### src/rtl/multi_cycle_ctrl.sv
// Multi-cycle CPU control unit: IF/ID/EXE/MEM/WB/HALT sequencer with output decode.
// Outputs are decoded from the registered state (plus opcode, and zero for PCSrc only).
module multi_cycle_ctrl (
  input  logic       CLK,
  input  logic       Reset,
  input  logic [5:0] opcode,
  input  logic       zero,
  output logic [2:0] state,
  output logic [2:0] ALUOp,
  output logic       ALUSrcB,
  output logic       PCWre,
  output logic       IRWre,
  output logic       RegWre,
  output logic       mRD,
  output logic       mWR,
  output logic       RegDst,
  output logic       WrRegData,
  output logic       ExtSel,
  output logic [1:0] PCSrc
);

  typedef enum logic [2:0] {
    S_IF   = 3'b000,
    S_ID   = 3'b001,
    S_EXE  = 3'b010,
    S_MEM  = 3'b011,
    S_WB   = 3'b100,
    S_HALT = 3'b101
  } state_e;

  localparam logic [5:0] OP_ADD  = 6'b000000;
  localparam logic [5:0] OP_SUB  = 6'b000001;
  localparam logic [5:0] OP_ADDI = 6'b000010;
  localparam logic [5:0] OP_OR   = 6'b010000;
  localparam logic [5:0] OP_AND  = 6'b010001;
  localparam logic [5:0] OP_ORI  = 6'b010010;
  localparam logic [5:0] OP_SW   = 6'b100110;
  localparam logic [5:0] OP_LW   = 6'b100111;
  localparam logic [5:0] OP_BEQ  = 6'b110000;
  localparam logic [5:0] OP_J    = 6'b111000;
  localparam logic [5:0] OP_HALT = 6'b111111;

  state_e state_q, state_d;
  // Cleared by reset so every enable stays low until the first clock after release.
  logic   active_q, active_d;

  logic is_rtype_s, is_sw_s, is_lw_s, is_beq_s, is_j_s, is_halt_s, is_ori_s;
  logic is_imm_s, is_legal_s;

  assign is_rtype_s = (opcode == OP_ADD) || (opcode == OP_SUB) ||
                      (opcode == OP_OR)  || (opcode == OP_AND);
  assign is_sw_s    = (opcode == OP_SW);
  assign is_lw_s    = (opcode == OP_LW);
  assign is_beq_s   = (opcode == OP_BEQ);
  assign is_j_s     = (opcode == OP_J);
  assign is_halt_s  = (opcode == OP_HALT);
  assign is_ori_s   = (opcode == OP_ORI);
  assign is_imm_s   = (opcode == OP_ADDI) || is_ori_s || is_sw_s || is_lw_s;
  assign is_legal_s = is_rtype_s || is_imm_s || is_beq_s || is_j_s || is_halt_s;

  function automatic logic [2:0] alu_op_of(input logic [5:0] op);
    logic [2:0] res;
    case (op)
      OP_SUB, OP_BEQ: res = 3'b001;
      OP_OR,  OP_ORI: res = 3'b011;
      OP_AND:         res = 3'b100;
      default:        res = 3'b000;
    endcase
    return res;
  endfunction

  // Next-state logic.
  always_comb begin
    state_d  = state_q;
    active_d = 1'b1;
    case (state_q)
      S_IF: begin
        if (active_q) state_d = S_ID;
        else          state_d = S_IF;
      end
      S_ID: begin
        if (is_halt_s)                   state_d = S_HALT;
        else if (is_j_s || !is_legal_s)  state_d = S_IF;
        else                             state_d = S_EXE;
      end
      S_EXE: begin
        if (is_beq_s)                state_d = S_IF;
        else if (is_sw_s || is_lw_s) state_d = S_MEM;
        else                         state_d = S_WB;
      end
      S_MEM: begin
        if (is_lw_s) state_d = S_WB;
        else         state_d = S_IF;
      end
      S_WB:    state_d = S_IF;
      S_HALT:  state_d = S_HALT;
      default: state_d = S_IF;
    endcase
  end

  // State registers.
  always_ff @(posedge CLK or negedge Reset) begin
    if (!Reset) begin
      state_q  <= S_IF;
      active_q <= 1'b0;
    end else begin
      state_q  <= state_d;
      active_q <= active_d;
    end
  end

  // Output decode of the registered state.
  always_comb begin
    ALUOp     = 3'b000;
    ALUSrcB   = 1'b0;
    PCWre     = 1'b0;
    IRWre     = 1'b0;
    RegWre    = 1'b0;
    mRD       = 1'b0;
    mWR       = 1'b0;
    PCSrc     = 2'b00;
    RegDst    = is_rtype_s;
    WrRegData = is_lw_s;
    ExtSel    = !is_ori_s;
    if (active_q) begin
      ALUOp   = alu_op_of(opcode);
      ALUSrcB = is_imm_s;
      case (state_q)
        S_IF: IRWre = 1'b1;
        S_ID: begin
          // j and illegal opcodes retire here; halt does not.
          PCWre = is_j_s || !is_legal_s;
          if (is_j_s) PCSrc = 2'b10;
          else        PCSrc = 2'b00;
        end
        S_EXE: begin
          PCWre = is_beq_s;
          if (is_beq_s && zero) PCSrc = 2'b01;
          else                  PCSrc = 2'b00;
        end
        S_MEM: begin
          PCWre = is_sw_s;
          mRD   = is_lw_s;
          mWR   = is_sw_s;
        end
        S_WB: begin
          PCWre  = 1'b1;
          RegWre = 1'b1;
        end
        S_HALT:  PCWre = 1'b0;
        default: PCWre = 1'b0;
      endcase
    end else begin
      IRWre = 1'b0;
    end
  end

  assign state = state_q;

endmodule

### config.mk
export PLATFORM = sky130hd
export DESIGN_NAME = multi_cycle_ctrl
export DESIGN_NICKNAME = d
export VERILOG_FILES = /design/src/rtl/multi_cycle_ctrl.sv
export SDC_FILE = /design/constraint.sdc
export NUM_CORES = 1
export LEC_CHECK = 0
export CAP_MARGIN = 20
export CORE_MARGIN = 2
export CORE_UTILIZATION = 37
export CTS_CLUSTER_DIAMETER = 120
export CTS_CLUSTER_SIZE = 25
export DETAILED_ROUTE_END_ITERATION = 8
export HOLD_SLACK_MARGIN = 0.06
export PLACE_DENSITY = 0.84
export SYNTH_ARGS = -nofsm -noshare
export SYNTH_HDL_FRONTEND = slang
export SYNTH_SLANG_ARGS = --single-unit
### constraint.sdc
create_clock -name CLK -period 1.7 [get_ports CLK]
set_input_delay 0.425 -clock CLK [delete_from_list [all_inputs] [get_ports CLK]]
set_output_delay 0.425 -clock CLK [all_outputs]
set_load 0.005 [all_outputs]
==> load_flow_metrics.sql, run 1 <==
INSERT INTO impl_metrics (metric_group, metric, value, unit) VALUES
('outcome', 'failing_step', 'clock tree synthesis', ''),
('yosys', 'postSynthRegisterBits', '4', ''),
('outcome', 'toolErrorMsg', '[ERROR DPL-0038] Utilization greater than 100%, impossible to legalize', ''),
('placement', 'dp.final_hpwl', '1430', 'um'),
('yosys', 'synth_fp_nets', '72', ''),
('cts', 'htree_levels', '1', ''),
('outcome', 'outcome', 'stopped before the end', ''),
('yosys', 'synth_top_cell_by_area', 'sky130_fd_sc_hd__dfrtp_1', ''),
('yosys', 'synth_top_cell_area_share', '0.208', ''),
('die', 'die_width', '40.0', 'um'),
('cts', 'post_cts_resized', '137', ''),
('yosys', 'ys.warnings.count', '0', ''),
('yosys', 'synthesis.area_per_instance', '7.63', 'um2'),
('cts', 'number_of_sinks_handled_by_clock_tree_synthesis', '4', ''),
('placement', 'place.gp.congestion', '0.902', ''),
('cts', 'holdBufCountCts', '0', ''),
('yosys', 'post_synthesis_sequential_area_ratio', '0.208', ''),
('die', 'num_rows', '12', ''),
('yosys', 'synth_cell_type_count', '33', ''),
('cts', 'post_cts.repair.setup_buffers', '17', ''),
('cts', 'max_clock_buf_depth', '2', ''),
('placement', 'count_of_input_and_output_buffers', '25', ''),
('yosys', 'post_synth_instance_area', '480', 'um2'),
('yosys', 'largest_cells_by_area_after_synthesis', 'sky130_fd_sc_hd__dfrtp_1 21%, sky130_fd_sc_hd__nor2_1 5.5%, sky130_fd_sc_hd__nor3_1 4.2%', ''),
('yosys', 'synthesis.instances', '63', ''),
('cts', 'cts_inserted_buffers', '3', ''),
('die', 'starting_density_of_the_core', '0.416', ''),
('die', 'die_y', '40.0', 'um'),
('cts', 'cts_root_buffer', 'sky130_fd_sc_hd__clkbuf_4', ''),
('die', 'floorplan.io_pins', '26', '');
-- logic make-up after synthesis --
group / synth area share
and+or+nand+nor: 0.534
AOI/OAI and AO/OA: 0.195
DFF: 0.208
buffers and inverters: 0.0547
other: 0.00781
-- through the flow --
stage	hold WS (ns)	setup slack [ns]	instances	TNS, ns	cell area (um2)
3_5_place_dp	0.586	-0.928	123	-11.29	902
3_3_place_gp	0.579	-0.887	123	-10.65	902
2_1_floorplan	0.129	0.0679	63	0	480
-- synth_stat cells (all sizes together) --
library cell / n
or2: 3
nor3b: 2
inv: 2
o21ai: 2
nor4: 2
buf: 2
a21oi: 1
and3: 2
nand2: 5
a211o: 1
nand3: 4
nor2b: 3
conb: 1
nor2: 8
o41ai: 1
and4: 1
o22ai: 2
nand4b: 1
o311ai: 1
a31oi: 2
nand2b: 4
dfrtp: 4
nand4: 2
nor3: 4
nand3b: 2
a311oi: 1
==> run 2: changes to the inputs <==
- CORE_AREA: unset -> 2 2 63 65
- CORE_MARGIN: 2 -> unset
- CORE_UTILIZATION: 37 -> unset
- CTS_CLUSTER_DIAMETER: 120 -> unset
- CTS_CLUSTER_SIZE: 25 -> unset
- DIE_AREA: unset -> 0 0 65 67
- HOLD_SLACK_MARGIN: 0.06 -> unset
- PLACE_DENSITY: 0.84 -> unset
- PLACE_DENSITY_LB_ADDON: unset -> 0.15
==> load_flow_metrics.sql, run 2 <==
INSERT INTO impl_metrics (metric_group, metric, value, unit) VALUES
('sta', 'pins_over_their_slew_limit', '0', ''),
('setup_path', 'cells_along_the_critical_path', 'buf_8 -> or2_4 -> a21oi_4 -> a311oi_2 -> a211o_1 -> buf_2', ''),
('setup_path', 'r2r_slack', '0.55', 'ns'),
('run', 'timing.max_cap.violations', '0', ''),
('placement', 'placed_cell_area', '967', 'um2'),
('placement', 'count_of_input_and_output_buffers', '25', ''),
('setup_path', 'timing.critical_path.buf_inv', '2', ''),
('final_layout', 'final_cell_mix', '29 x sky130_fd_sc_hd__buf_4, 15 x sky130_fd_sc_hd__buf_6, 9 x sky130_fd_sc_hd__buf_2', ''),
('final_layout', 'layout-drive-gt1-share', '0.690', ''),
('yosys', 'share_of_async_settable_or_async_resettable_flops_after_synthesis', '1.00', ''),
('sta', 'achievable-frequency', '0.539', 'GHz'),
('yosys', 'synthesis.area_per_instance', '7.63', 'um2'),
('sta', 'setup_total_negative_slack', '-0.387', 'ns'),
('yosys', 'synth_top_cell_by_area', 'sky130_fd_sc_hd__dfrtp_1', ''),
('cts', 'cts_tree', 'yes', ''),
('global_route', 'grt.overflow.total', '0', ''),
('min_path', 'hp-class', 'input pin to asynchronous set/reset pin', ''),
('setup_path', 'critical_path.startpoint_type', 'input pin', ''),
('final_layout', 'num_antenna_cells', '0', ''),
('cts', 'max_clock_buf_depth', '2', ''),
('sta', 'grt_setup_unrepaired', 'true', ''),
('yosys', 'netlist_top_cells_count', '7 x sky130_fd_sc_hd__nor2_1, 5 x sky130_fd_sc_hd__nand2_1, 4 x sky130_fd_sc_hd__dfrtp_1, 4 x sky130_fd_sc_hd__nor3_1', ''),
('yosys', 'synth_top_cell_area_share', '0.208', ''),
('routing', 'vias', '728', ''),
('setup_path', 'r2r-start', 'state[0]', ''),
('die', 'starting_density_of_the_core', '0.133', ''),
('routing', 'vias_per_cell', '4.11', ''),
('yosys', 'post_synthesis_sequential_area_ratio', '0.208', ''),
('final_layout', 'largest_reg_flops', '3', ''),
('setup_path', 'timing.reg2reg.worst_path_depth', '5', ''),
('die', 'die_y', '67', 'um'),
('yosys', 'number_of_enable_type_register_cells_in_the_synthesized_netlist', '0', ''),
('setup_path', 'worst-endpoint-required', '1.27', 'ns'),
('cts', 'cts_inserted_buffers', '3', ''),
('routing', 'drt_first_pass_iters', '4', ''),
('routing', 'drc', '0', ''),
('yosys', 'post_synth_instance_area', '480', 'um2'),
('setup_path', 'critical_path.slowest_cell', 'sky130_fd_sc_hd__a211o_1', ''),
('routing', 'post_drt_wl_per_cell', '12.4', 'um'),
('setup_path', 'path_max_fanout', '6', ''),
('yosys', 'synth_fp_nets', '72', ''),
('setup_path', 'crit_path_max_incr_delay', '0.29', 'ns'),
('outcome', 'violations_in_the_final_reports', 'negative setup slack', ''),
('power_and_ir_drop', 'p_leak', '0.610', 'nW'),
('yosys', 'largest_cells_by_area_after_synthesis', 'sky130_fd_sc_hd__dfrtp_1 21%, sky130_fd_sc_hd__nor2_1 5.5%, sky130_fd_sc_hd__nor3_1 4.2%', ''),
('die', 'fp.dieArea', '0.00436', 'mm2'),
('global_route', 'grt_max_degree', '10', ''),
('final_layout', 'fill_count', '383', ''),
('yosys', 'synthesis.instances', '63', ''),
('global_route', 'globalRouteTotalUtil', '0.104', ''),
('outcome', 'outcome', 'complete, but fails checks', ''),
('die', 'floorplan.io_pins', '26', ''),
('setup_path', 'family_with_the_most_delay_on_the_worst_path', 'compound AO/OA/AOI/OAI gates', ''),
('sta', 'portion_of_the_clock_cycle_consumed_by_the_worst_path_in_the_final_layout', '1.09', ''),
('die', 'num_rows', '22', ''),
('cts', 'htree_levels', '1', ''),
('setup_path', 'critPathCaptureType', 'output port', ''),
('die', 'die_width', '65', 'um'),
('setup_path', 'critPathArrivalTime', '1.43', 'ns'),
('setup_path', 'path_class', 'input pin to output port', ''),
('power_and_ir_drop', 'power_density', '452', 'mW/mm2'),
('yosys', 'postSynthRegisterBits', '4', ''),
('global_route', 'number_of_global_route_vias_before_repair', '764', ''),
('routing', 'drt_iter0_markers', '23', ''),
('final_layout', 'area_growth', '168', '%'),
('routing', 'postRouteAntennaNets', '0', ''),
('final_layout', 'final_net_count', '140', ''),
('sta', 'final_hold_viol_count', '0', ''),
('yosys', 'synth.most_common_cell', 'sky130_fd_sc_hd__nor2_1', ''),
('sta', 'worst_clock_skew', '0.00487', 'ns'),
('yosys', 'post_synth_top_flop', 'sky130_fd_sc_hd__dfrtp_1', ''),
('sta', 'setup_slack', '-0.156', 'ns'),
('die', 'coreArea', '0.00361', 'mm2'),
('setup_path', 'crit-reg2reg-capture', 'state[1]', ''),
('global_route', 'antenna_found_initial', '0', ''),
('yosys', 'ys.warnings.count', '0', ''),
('yosys', 'synth_cell_type_count', '33', ''),
('routing', 'finalWirelength', '2190', 'um'),
('cts', 'number_of_sinks_handled_by_clock_tree_synthesis', '4', ''),
('cts', 'insertion_delay', '0.21', 'ns'),
('sta', 'endpoints_failing_setup', '6', ''),
('sta', 'timing.final.crit_period', '1.86', 'ns'),
('cts', 'clk_pin_slew_worst_paths', '0.03', 'ns'),
('power_and_ir_drop', 'max_vdd_drop', '0.208', 'mV'),
('global_route', 'first_pass_grt_wire_length', '3600', 'um'),
('cts', 'holdBufCountCts', '0', ''),
('final_layout', 'design_area', '0.00129', 'mm2'),
('cts', 'cts_root_buffer', 'sky130_fd_sc_hd__clkbuf_8', ''),
('placement', 'dp.final_hpwl', '1470', 'um'),
('placement', 'place.gp.congestion', '0.721', ''),
('final_layout', 'most_common_library_cell_in_the_layout_ignoring_fill_and_taps', 'sky130_fd_sc_hd__buf_4', '');
-- run 2: cell counts after synthesis --
No cell type changed its count.
-- run 2: how the worst max path moves through the flow --
stage | startpoint | end | slack [ns] | cells after the start
final | opcode[4] | PCWre | -0.16 | 6
after global routing | state[1] | PCWre | -0.21 | 5
after CTS | state[1] | PCWre | -0.20 | 5
after detailed placement | opcode[4] | PCWre | -1.01 | 6
after global placement | opcode[4] | PCWre | -1.06 | 6
after floorplan | opcode[1] | ALUOp[2] | 0.07 | 3
-- run 2: cell type report --
| class | instances | area [um2] | area share |
|---|---|---|---|
| multi-input cells | 55 | 524 | 0.407 |
| well taps | 48 | 60.1 | 0.0466 |
| clock buffers | 3 | 41.3 | 0.0320 |
| flip-flops and latches | 4 | 100 | 0.0777 |
| inverters | 2 | 7.51 | 0.00583 |
| repair buffers | 65 | 556 | 0.431 |
-- run 2: logic make-up after synthesis --
kind of cell | count (synthesis) | synth area share
AO/OA/AOI/OAI | 11 | 0.195
buffers and inverters | 4 | 0.0547
other | 1 | 0.00781
AND/OR/NAND/NOR | 43 | 0.534
flip-flops | 4 | 0.208
-- run 2: what timing repair did --
| item | CTS | global route |
|---|---|---|
| pin swaps | 14 | 11 |
| buffers inserted | 11 | 4 |
| endpoints found under the setup margin | 16 | 13 |
| resized for setup | 115 | 27 |
-- run 2: where the power goes --
group	switching, mW	total (mW)	internal, mW
registers	0.00675	0.110	0.103
logic	0.121	0.277	0.155
clock network	0.0445	0.195	0.151
-- run 2: per-layer routing --
metal	vias to the layer above	track usage	wire length [um]	part of all wire
met5	-	0	0	0
li1	367	-	-	-
met2	13	0.175	1180	0.54
met1	348	0.139	951	0.43
met4	0	0.00798	0	0
met3	0	0.0287	63	0.029
-- run 2: metrics by stage --
stage | worst slack (ns) | utilization | instances | hold WS (ns) | total power [mW]
after floorplan | 0.0679 | - | 63 | 0.129 | 0.179
after global placement | -1.06 | 0.268 | 160 | 0.595 | 0.300
after detailed placement | -1.01 | 0.268 | 160 | 0.611 | 0.298
after CTS | -0.201 | 0.328 | 173 | 0.411 | 0.558
after global routing | -0.213 | 0.357 | 177 | 0.428 | 0.618
final | -0.156 | 0.357 | 177 | 0.412 | 0.582
(Power assumes the default switching activity.)
==> edit 1 (flow settings as in run 2) <==
Register the output `mRD`, without a reset; this adds one clock of latency there. The other outputs are not delayed to match.
--- a/src/rtl/multi_cycle_ctrl.sv
+++ b/src/rtl/multi_cycle_ctrl.sv
@@ -41,2 +41,4 @@
   localparam logic [5:0] OP_HALT = 6'b111111;
+
+  logic mRD_d;
 
@@ -118,3 +120,3 @@
     RegWre    = 1'b0;
-    mRD       = 1'b0;
+    mRD_d     = 1'b0;
     mWR       = 1'b0;
@@ -142,3 +144,3 @@
           PCWre = is_sw_s;
-          mRD   = is_lw_s;
+          mRD_d = is_lw_s;
           mWR   = is_sw_s;
@@ -159,2 +161,6 @@
 
+  always_ff @(posedge CLK) begin
+    mRD <= mRD_d;
+  end
+
 endmodule
Check against the original RTL: not equivalent (a bounded check fails within 10 cycles, from zero or initial values and one cycle with Reset low).
==> edit 1 against run 2 <==
The run still ends with setup timing left; synthesized cell count grew 1.6%; count of clock-buffer cells in the layout grew 1; area after synthesis rose by 4.2%; final area increased by 2.8%; largest power group unchanged; wire length is 0.32% higher; power is 12% higher; sequential cell count is 1 higher; worst setup slack lost 34 ps.
==> edit 1: results (changes against run 2) <==
run status = complete, but fails checks
failing checks = setup timing
Mapped Nets = 73 (+1.4%)
final WL = 2200 um (+0.32%)
PnR worst setup slack = -190 ps (-34.2 ps)
Fill cells = 378 (-1.3%)
global-route wire length before repair = 3510 um (-2.7%)
nets = 144 (+2.9%)
Final Setup Violations = 8 (+2)
first-pass detailed-route iteration total = 2 (-2)
Critical Path Fanout Max = 2 (-4)
layout cells sized above 1 = 68.7% (-0.34 points)
clock latency on the worst-skew pair = 230 ps (+20 ps)
Lkg Pwr = 0.625 nW (+2.4%)
Max rail drop VDD = 131 uV (-37%)
switching power share of the total = 30.5% (+0.81 points)
Yosys cell types = 34 (+3.0%)
register area share after synthesis = 24.0% (+3.2 points)
GPL Wtd Cong = 0.722 (+0.18%)
largest net degree at the start of global routing = 9 (-1)
largest stage delay on the critical path = 370 ps (+80 ps)
DRT iter0 DRCs = 12 (-48%)
vias per inst = 4.07 (-1.1%)
Worst path slowest cell = dfrtp_1
Worst Path Arrival = 1470 ps (+40 ps)
reg2reg path depth = 3 (-2)
edit 1: kinds of logic after synthesis:
logic type / synth area share, %
AO/OA/AOI/OAI: 18.8
buffers and inverters: 5.25
flip-flops: 24.0
other: 0.749
AND/OR/NAND/NOR: 51.3
edit 1: path summary, 6_finish.rpt:
check / start / to / slack (ps)
min in group CLK: state[2]$_DFF_PN0_ / state[1]$_DFF_PN0_ / 650
worst max register to register: state[2]$_DFF_PN0_ / state[2]$_DFF_PN0_ / 580
max in group asynchronous: Reset / state[0]$_DFF_PN0_ / 1140
worst min-delay path: Reset / active_q$_DFF_PN0_ / 400
worst max-delay path: state[2]$_DFF_PN0_ / PCWre / -190
worst min register to register: state[2]$_DFF_PN0_ / state[1]$_DFF_PN0_ / 650
edit 1: per-layer routing:
metal,global-route usage (%),routed length [um]
met4,3.19,19
met5,0,0
met2,18.9,1160
met3,2.20,47
met1,12.3,969
edit 1: cell type report:
type	count	area share, %
timing repair buffer	68	43.7
multi-input combinational	55	38.7
sequential	5	9.07
tap	48	4.53
clock buffer	4	3.40
inverter	2	0.567
edit 1: repair_timing:
item	4_1_cts	5_1_grt
gates resized for setup	120	9
setup buffers	12	4
pin swaps	18	6
gates cloned	0	0
setup endpoints to repair	14	14
edit 1: metrics by stage:
stage | setup TNS, ps | worst slack (ps) | cells | cell area [um^2] | utilization, %
floorplan | 0 | 67.9 | 64 | 500 | -
global placement | -10750 | -1000 | 162 | 995 | 27.6
detailed placement | -10550 | -985 | 162 | 995 | 27.6
CTS | -566 | -196 | 178 | 1270 | 35.2
global route | -1220 | -244 | 182 | 1330 | 36.7
finish | -556 | -190 | 182 | 1330 | 36.7
edit 1: power groups by stage:
stage                     clock (mW)  combinational (mW)  sequential [mW]
after floorplan                    0              0.0622            0.141
final                          0.231               0.285            0.133
after global placement             0               0.192            0.132
after CTS                      0.227               0.256            0.133
after detailed placement           0               0.191            0.132
after global routing           0.249               0.305            0.134
edit 1: critical path: cells and delay by family, from the launching register on:
family | cells | cell delay [ps]
buffers and inverters | 1 | 110
flip-flops | 1 | 370
AO/OA/AOI/OAI | 2 | 340
AND/OR/NAND/NOR | 2 | 420
==> edit 2 (settings of run 2) <==
Made on the original files. Make the reset (`Reset`) synchronous in one clocked block.
--- a/src/rtl/multi_cycle_ctrl.sv
+++ b/src/rtl/multi_cycle_ctrl.sv
@@ -101,3 +101,3 @@
   // State registers.
-  always_ff @(posedge CLK or negedge Reset) begin
+  always_ff @(posedge CLK) begin
     if (!Reset) begin
Function: differs if Reset is asserted again (counterexample within 4 cycles, from zero or initial values and one cycle with Reset low); with Reset held inactive, the same outputs for 10 cycles.
==> edit 2 against run 2 <==
The flow still finishes with violations (setup timing); wire length rose by 5.7%; final area grew 1.8%; critical path depth grew 3; power shrank 14%; area after synthesis stayed put; worst setup slack got worse by 20 ps; synthesized cell count rose by 3.2%; utilization rose by 0.66 points; sequential cell count unchanged; largest power group unchanged; sequential share of layout area decreased by 1.6 points.
==> edit 2: results (changes against run 2) <==
DRT iter0 DRCs = 17 (-26%)
Mapped Nets = 74 (+2.8%)
Final Setup Violations = 11 (+5)
Area contributors post-synth = dfxtp_1 (17%), a2111oi_4 (5.7%), nor2_1 (5.5%), a21oi_1 (5.2%), nor3b_1 (4.7%)
Worst Skew = 0.354 ps (-4.51 ps)
setup TNS = -1100 ps (-713 ps)
Critical Path Fanout Max = 5 (-1)
Worst Path Arrival = 1450 ps (+20 ps)
global-route wire length before repair = 3660 um (+1.6%)
Post-Synthesis Cells = 65 (+3.2%)
via count = 767 (+5.4%)
PnR worst setup slack = -175 ps (-19.6 ps)
largest stage delay on the critical path = 170 ps (-120 ps)
Fill cells = 376 (-1.8%)
Worst path slowest cell = o21a_1
Hold WC Path Type = reg -> reg
register area share after synthesis = 16.7% (-4.2 points)
fin cells = 183 (+3.4%)
failing checks = setup timing
ys async rst share = 0% (-100 points)
GPL Wtd Cong = 0.761 (+5.6%)
run status = complete, but fails checks
vias in the first global route = 813 (+6.4%)
layout cells sized above 1 = 68.1% (-0.84 points)
crit-path leading delay family = buffers and inverters
Final HPWL DP = 1610 um (+10%)
wire per inst = 12.7 um (+2.2%)
Lkg Pwr = 0.596 nW (-2.4%)
Max rail drop VDD = 432 uV (+110%)
nets = 146 (+4.3%)
Total GRT Usage = 11.0% (+0.54 points)
-- edit 2: cell types whose count changed after synthesis, moves of 3 or more --
cell	delta
a21oi_1	+5
dfrtp_1	-4
dfxtp_1	+4
nand2b_1	-3
nor3_1	-3
-- edit 2: what timing repair did --
item,4_1_cts,5_1_grt
endpoints found under the setup margin,17,15
gates resized for setup,115,17
setup buffers,14,6
pin swaps,23,15
-- edit 2: power by group --
part / leakage, nW / switching [mW] / internal (mW)
clock: 0.0216 / 0.0468 / 0.151
combinational: 0.541 / 0.0830 / 0.118
sequential: 0.0329 / 0.00173 / 0.0982
-- edit 2: metrics by stage --
step	power [mW]	hold WS (ps)	worst slack, ps	utilization [%]	area [um^2]
finish	0.498	604	-175	36.4	1310
floorplan	0.151	453	9.77	-	480
global route	0.521	631	-218	36.4	1310
global placement	0.240	549	-995	26.6	961
CTS	0.481	624	-194	33.6	1210
detailed placement	0.239	548	-993	26.6	961
-- edit 2: metal layers --
layer / track usage [%] / up-vias / part of all wire [%]
met5: 0 / - / 0
li1: - / 386 / -
met1: 12.9 / 355 / 43
met2: 20.2 / 24 / 51
met3: 1.35 / 2 / 5.1
met4: 3.99 / 0 / 1.0
-- edit 2: worst paths after layout --
path | start | end | slack (ps) | depth (start not counted)
setup reg to reg | state[1]$_SDFF_PN0_ | state[2]$_SDFF_PN0_ | 540 | 5
hold / removal | state[2]$_SDFF_PN0_ | state[1]$_SDFF_PN0_ | 600 | 2
hold reg to reg | state[2]$_SDFF_PN0_ | state[1]$_SDFF_PN0_ | 600 | 2
setup / recovery | opcode[1] | ALUSrcB | -180 | 9
-- edit 2: area by class of cell --
class / instances / area, um^2 / area share (%)
repair buffers: 70 / 612 / 46.6
well taps: 48 / 60.1 / 4.58
multi-input cells: 54 / 503 / 38.3
clock buffers: 3 / 41.3 / 3.15
inverters: 4 / 15.0 / 1.14
flip-flops and latches: 4 / 81.3 / 6.20
-- edit 2: logic make-up after synthesis --
kind of cell,after synthesis,synth area share (%)
flops,4,16.7
simple gates,39,48.4
compound gates,15,28.1
buf+inv,7,6.77
-- edit 2: worst reg2reg max path, stage by stage (launching register included) --
cell and delay, ps:
dfxtp_1 320, and2b_1 190, buf_4 150, o2bb2ai_1 130, a41oi_1 170, a21oi_1 90
